==> config.mk <==
export PLATFORM = sky130hd
export DESIGN_NAME = fib_sequencer_flat
export DESIGN_NICKNAME = d
export VERILOG_FILES = /design/src/rtl/fib_sequencer_if.sv /design/src/rtl/fib_sequencer.sv /design/src/flat_wrapper.sv
export SDC_FILE = /design/constraint.sdc
export NUM_CORES = 1
export LEC_CHECK = 0
export CAP_MARGIN = 10
export CORE_MARGIN = 2
export CORE_UTILIZATION = 30
export CTS_CLUSTER_DIAMETER = 150
export CTS_CLUSTER_SIZE = 30
export DETAILED_ROUTE_END_ITERATION = 12
export PLACE_DENSITY = 0.6
export REMOVE_ABC_BUFFERS = 1
export SETUP_SLACK_MARGIN = 0.05
export SLEW_MARGIN = 20
export SYNTH_ARGS = -nofsm -noshare
export SYNTH_HDL_FRONTEND = slang
export SYNTH_SLANG_ARGS = --single-unit
==> constraint.sdc <==
create_clock -name clock -period 2.7 [get_ports clock]
set_clock_uncertainty 0.2 [all_clocks]
set_input_delay 0.54 -clock clock [delete_from_list [all_inputs] [get_ports clock]]
set_output_delay 0.54 -clock clock [all_outputs]
set_load 0.05 [all_outputs]
==> src/rtl/fib_sequencer_if.sv <==
// fib_sequencer_if: request/term-stream bundle between a requesting master and fib_sequencer.
interface fib_sequencer_if #(
  parameter int WIDTH = 6,
  parameter int CNT_W = 4
);
  logic             start;
  logic [CNT_W-1:0] n_terms;
  logic             abort;
  logic [WIDTH-1:0] term;
  logic [CNT_W-1:0] term_idx;
  logic             term_valid;
  logic             term_ready;
  logic             busy;
  logic             done;
  logic             ovf;
  modport master (output start, n_terms, abort, term_ready,
                  input  term, term_idx, term_valid, busy, done, ovf);
  modport slave  (input  start, n_terms, abort, term_ready,
                  output term, term_idx, term_valid, busy, done, ovf);
endinterface

==> src/rtl/fib_sequencer.sv <==
// fib_sequencer: emits n_terms Fibonacci terms on a valid/ready stream, then pulses done.
// Define FIB_OVF_CHECK_EN to stop early with a sticky ovf when a term no longer fits in WIDTH.
module fib_sequencer #(
  parameter int WIDTH = 6,
  parameter int CNT_W = 4
) (
  input logic            clock,
  input logic            reset,
  fib_sequencer_if.slave bus
);
  typedef enum logic [1:0] {IDLE, EMIT, DONE} state_t;
  state_t           state;
  logic [WIDTH-1:0] a, b, nxt;
  logic [CNT_W-1:0] idx, n;
  logic             xfer, last, stop;
  assign xfer = state == EMIT && bus.term_ready;
  assign last = idx == n - CNT_W'(1);
`ifdef FIB_OVF_CHECK_EN
  logic carry, b_ovf, ovf;
  assign {carry, nxt} = {1'b0, a} + {1'b0, b};
  assign stop = b_ovf;
  assign bus.ovf = ovf;
  always_ff @(posedge clock) begin
    if (!reset) begin
      b_ovf <= 1'b0;
      ovf   <= 1'b0;
    end else if (state == IDLE && bus.start) begin
      b_ovf <= 1'b0;
      ovf   <= 1'b0;
    end else if (xfer && !bus.abort && !last) begin
      b_ovf <= b_ovf | carry;
      ovf   <= ovf | b_ovf;
    end
  end
`else
  assign nxt = a + b;
  assign stop = 1'b0;
  assign bus.ovf = 1'b0;
`endif
  always_ff @(posedge clock) begin
    if (!reset) begin
      state <= IDLE;
      a     <= '0;
      b     <= '0;
      idx   <= '0;
      n     <= '0;
    end else begin
      case (state)
        IDLE: if (bus.start) begin
          state <= bus.n_terms != '0 ? EMIT : DONE;
          a     <= '0;
          b     <= WIDTH'(1);
          idx   <= '0;
          n     <= bus.n_terms;
        end
        EMIT: if (bus.abort) state <= IDLE;
          else if (xfer && (last || stop)) state <= DONE;
          else if (xfer) begin
            a   <= b;
            b   <= nxt;
            idx <= idx + CNT_W'(1);
          end
        DONE: state <= IDLE;
        default: state <= IDLE;
      endcase
    end
  end
  assign bus.term       = a;
  assign bus.term_idx   = idx;
  assign bus.term_valid = state == EMIT;
  assign bus.busy       = state != IDLE;
  assign bus.done       = state == DONE;
endmodule

==> src/flat_wrapper.sv <==
// flat-port wrapper written by rule: the top's interface ports become plain ports
module fib_sequencer_flat 
#(
  parameter int WIDTH = 6,
  parameter int CNT_W = 4
)
  (clock, reset, bus_start, bus_n_terms, bus_abort, bus_term_ready, bus_term, bus_term_idx, bus_term_valid, bus_busy, bus_done, bus_ovf);
  fib_sequencer_if #(.WIDTH(WIDTH), .CNT_W(CNT_W)) bus_i ();
  input logic clock;
  input logic reset;
  input wire logic [$bits(bus_i.start)-1:0] bus_start;
  input wire logic [$bits(bus_i.n_terms)-1:0] bus_n_terms;
  input wire logic [$bits(bus_i.abort)-1:0] bus_abort;
  input wire logic [$bits(bus_i.term_ready)-1:0] bus_term_ready;
  output wire logic [$bits(bus_i.term)-1:0] bus_term;
  output wire logic [$bits(bus_i.term_idx)-1:0] bus_term_idx;
  output wire logic [$bits(bus_i.term_valid)-1:0] bus_term_valid;
  output wire logic [$bits(bus_i.busy)-1:0] bus_busy;
  output wire logic [$bits(bus_i.done)-1:0] bus_done;
  output wire logic [$bits(bus_i.ovf)-1:0] bus_ovf;
  assign bus_i.start = bus_start;
  assign bus_i.n_terms = bus_n_terms;
  assign bus_i.abort = bus_abort;
  assign bus_i.term_ready = bus_term_ready;
  assign bus_term = bus_i.term;
  assign bus_term_idx = bus_i.term_idx;
  assign bus_term_valid = bus_i.term_valid;
  assign bus_busy = bus_i.busy;
  assign bus_done = bus_i.done;
  assign bus_ovf = bus_i.ovf;
  fib_sequencer #(.WIDTH(WIDTH), .CNT_W(CNT_W)) u_core (.clock(clock), .reset(reset), .bus(bus_i));
endmodule
==> summary.txt <==
Run status
  • Status: finished clean

Global route
  • Largest net degree at the start of global routing: 21
  • Initial antenna violation count: 0
  • Vias in the first global route: 980
  • Gr usage total: 12.38%
  • Grt total ovfl: 0
  • First-pass GRT wire length: 4340 microns

Logic synthesis
  • Most common cell in the netlist: dfxtp_1
  • EDFF count, synth: 0
  • Sequential-to-total area share from yosys stat: 37.17%
  • Top cells by count, synth: dfxtp_1 (22), nor2_1 (16), nand2_1 (13)
  • Synth cell types: 36
  • Avg Inst Size Synth: 8.649 sq um
  • Synth top area share: 37.17%
  • Asr flop ratio synth: 0%
  • Gate Count Post-Synth: 137
  • Synth warn: 0
  • Yosys top cell by area: dfxtp_1
  • Mapped Area: 1185 sq um
  • Most common flop cell mapped by yosys: dfxtp_1
  • Yosys reg bits: 22
  • Area contributors post-synth: dfxtp_1 (37%), ha_1 (7.4%), a22oi_1 (7.0%)

Clocking
  • Clock sinks: 22
  • Post-CTS sizing: 0
  • Root buffer cell: clkbuf_8
  • CTS tree: built
  • Clock Pin Slew Worst Setup and Hold Paths: 0.07 ns
  • Clock buffer depth: 2
  • Postcts setup bufs: 0
  • Max H-tree Level: 1
  • Hold_buf cts: 0
  • CTS Buf Count: 3
  • Worst skew pair latency: 0.25 ns

STA
  • Relative slew margins: 58.80%
  • Period utilisation layout: 88.92%
  • Final Critical Period: 2.401 ns
  • Measured slew at the worst slew-check pin: 0.6174 ns
  • Final Hold Vio Count: 0
  • Final setup viols: 0
  • Setup TNS: 0 ns
  • RSZ-0062 raised after global routing: no
  • Hold WS: 0.2793 ns
  • Peak Freq: 416.5 MHz
  • Slew Viols, Final: 0

Power
  • Total power: 0.6717 mW
  • Pwr per Cell Area: 451.1 nW/um^2
  • Pleak: 0.5927 nW
  • Max rail drop VDD: 0.1867 mV

Floorplan
  • Ports: 23
  • Die height: 66.85 microns
  • Core Region: 3716 sq um
  • Die ar.: 4468 sq um
  • Starting Density: 31.89%
  • Num rows: 22
  • DIE WIDTH: 66.85 microns

Routing
  • Routed Antenna Nets: 0
  • Final WL: 2513 microns
  • Post-DR vias/cell: 4.888
  • Drt wl/cell: 12.20 microns
  • Vias post-DR: 1,007
  • DRC viols: 0
  • Initial detailed-routing violation count: 29
  • First-pass DRT Iterations: 4

Layout
  • Final Util: 40.07%
  • Fill cell count: 369
  • Area of the multi-input gates: 674.4 sq um
  • Final Non-Filler Cells: 206
  • Share of cells above drive strength 1: 5.696%
  • Nets: 176
  • Diodes inserted: 0
  • P&R area growth vs syn: 25.66%
  • Register area: 440.4 sq um

Job
  • Max cap viols: 0

Critical path
  • Worst Path Max Fanout: 5
  • Critical Path AT: 1.66 ns
  • Data required, critical path: 1.96 ns
  • CP endpoint kind: output port
  • Startpoint types: register
  • Crit Path Category: reg -> out
  • Worst R2R Path Depth: 7

Placed design
  • Inst Count DP: 202
  • I/O Buffers: 21
  • HPWL Detailed: 1891 microns
  • Placer's final routability congestion estimate: 0.8152

Min path
  • Worst hold path depth: 2
  • Worst min path class: reg -> reg
-- registers in the layout, indices dropped and copies added, names as in the netlist --
name,cells
u_core.b,6
u_core.bus.term,6
u_core.bus.term_idx,4
u_core.n,4
u_core.state,2
-- stage by stage --
stage | setup WS (ns) | instance area (sq um)
after floorplan | 0.3623 | 1149
after global placement | 0.2284 | 1434
after detailed placement | 0.1571 | 1434
after CTS | 0.2791 | 1489
after global routing | 0.1611 | 1489
final | 0.2992 | 1489
-- cell families (layout without fill, tap and decap cells) --
| kind of cell | count (synthesis) | in the layout | share of synthesized area (%) |
|---|---|---|---|
| AND/OR/NAND/NOR | 47 | 47 | 20.38 |
| AO/OA/AOI/OAI | 32 | 32 | 17.85 |
| flip-flops | 22 | 22 | 37.17 |
| buffers and inverters | 15 | 36 | 5.914 |
| XOR/XNOR | 9 | 9 | 6.652 |
| adder cells (fa/ha/maj) | 8 | 8 | 9.081 |
| multiplexers | 3 | 3 | 2.640 |
| other | 1 | 1 | 0.3165 |
-- worst max-delay path, cell delays in order (launching register included) --
cell	delay, ns
dfxtp_1	0.42
and2b_4	0.20
clkdlybuf4s50_1	0.79
-- where the power goes --
part | leakage [nW] | switching, mW | internal [mW]
Clock | 0.0288 | 0.0968 | 0.130
Sequential | 0.178 | 0.00893 | 0.332
Combinational | 0.386 | 0.0611 | 0.0429
Total | 0.593 | 0.167 | 0.505
-- placed cells by master (no fill, tap or decap) --
cell type and n:
conb_1 1, nand3b_1 3, a22oi_1 11, a21oi_1 8, a311oi_1 1, fa_1 1, and2b_4 1, a211oi_1 1
buf_4 2, nor4b_1 1, xor2_1 5, clkbuf_8 4, a311o_1 1, a21o_1 2, nand4b_1 1, nand2_1 13
nor2_1 16, nor2b_1 2, and4_1 1, a221oi_1 1, nor4_1 2, ha_1 7, xnor2_1 4, mux2i_1 2
a31oi_1 3, mux2_2 1, clkdlybuf4s50_1 21, nor3b_1 2, nor3_2 1, o21ai_0 4, and2_1 1, dfxtp_1 22
inv_1 9, nand3_1 1, or3_1 2
-- layer usage --
metal	GRT usage, %	up-vias	part of all wire (%)
li1	-	521	-
met5	0	-	0
met1	16.39	461	50
met2	19.88	23	44
met3	2.872	2	5.9
met4	3.827	0	0.56
-- layout make-up --
type / count / share of cell area [%]
Multi-Input combinational cell: 100 / 45.29
Sequential cell: 22 / 29.58
Timing Repair Buffer: 23 / 15.13
Tap cell: 48 / 4.034
Clock buffer: 4 / 3.697
Inverter: 9 / 2.269
-- path summary, 6_finish.rpt --
path / startpoint / endpoint / slack [ns]
setup / recovery: u_core.state[0] / bus_term_valid / 0.30
hold / removal: u_core.n[3] / u_core.n[3] / 0.28
setup reg to reg: u_core.n[0] / u_core.b[0] / 0.32
hold reg to reg: u_core.n[3] / u_core.n[3] / 0.28
Note: power is estimated with default switching activity, not from simulation.
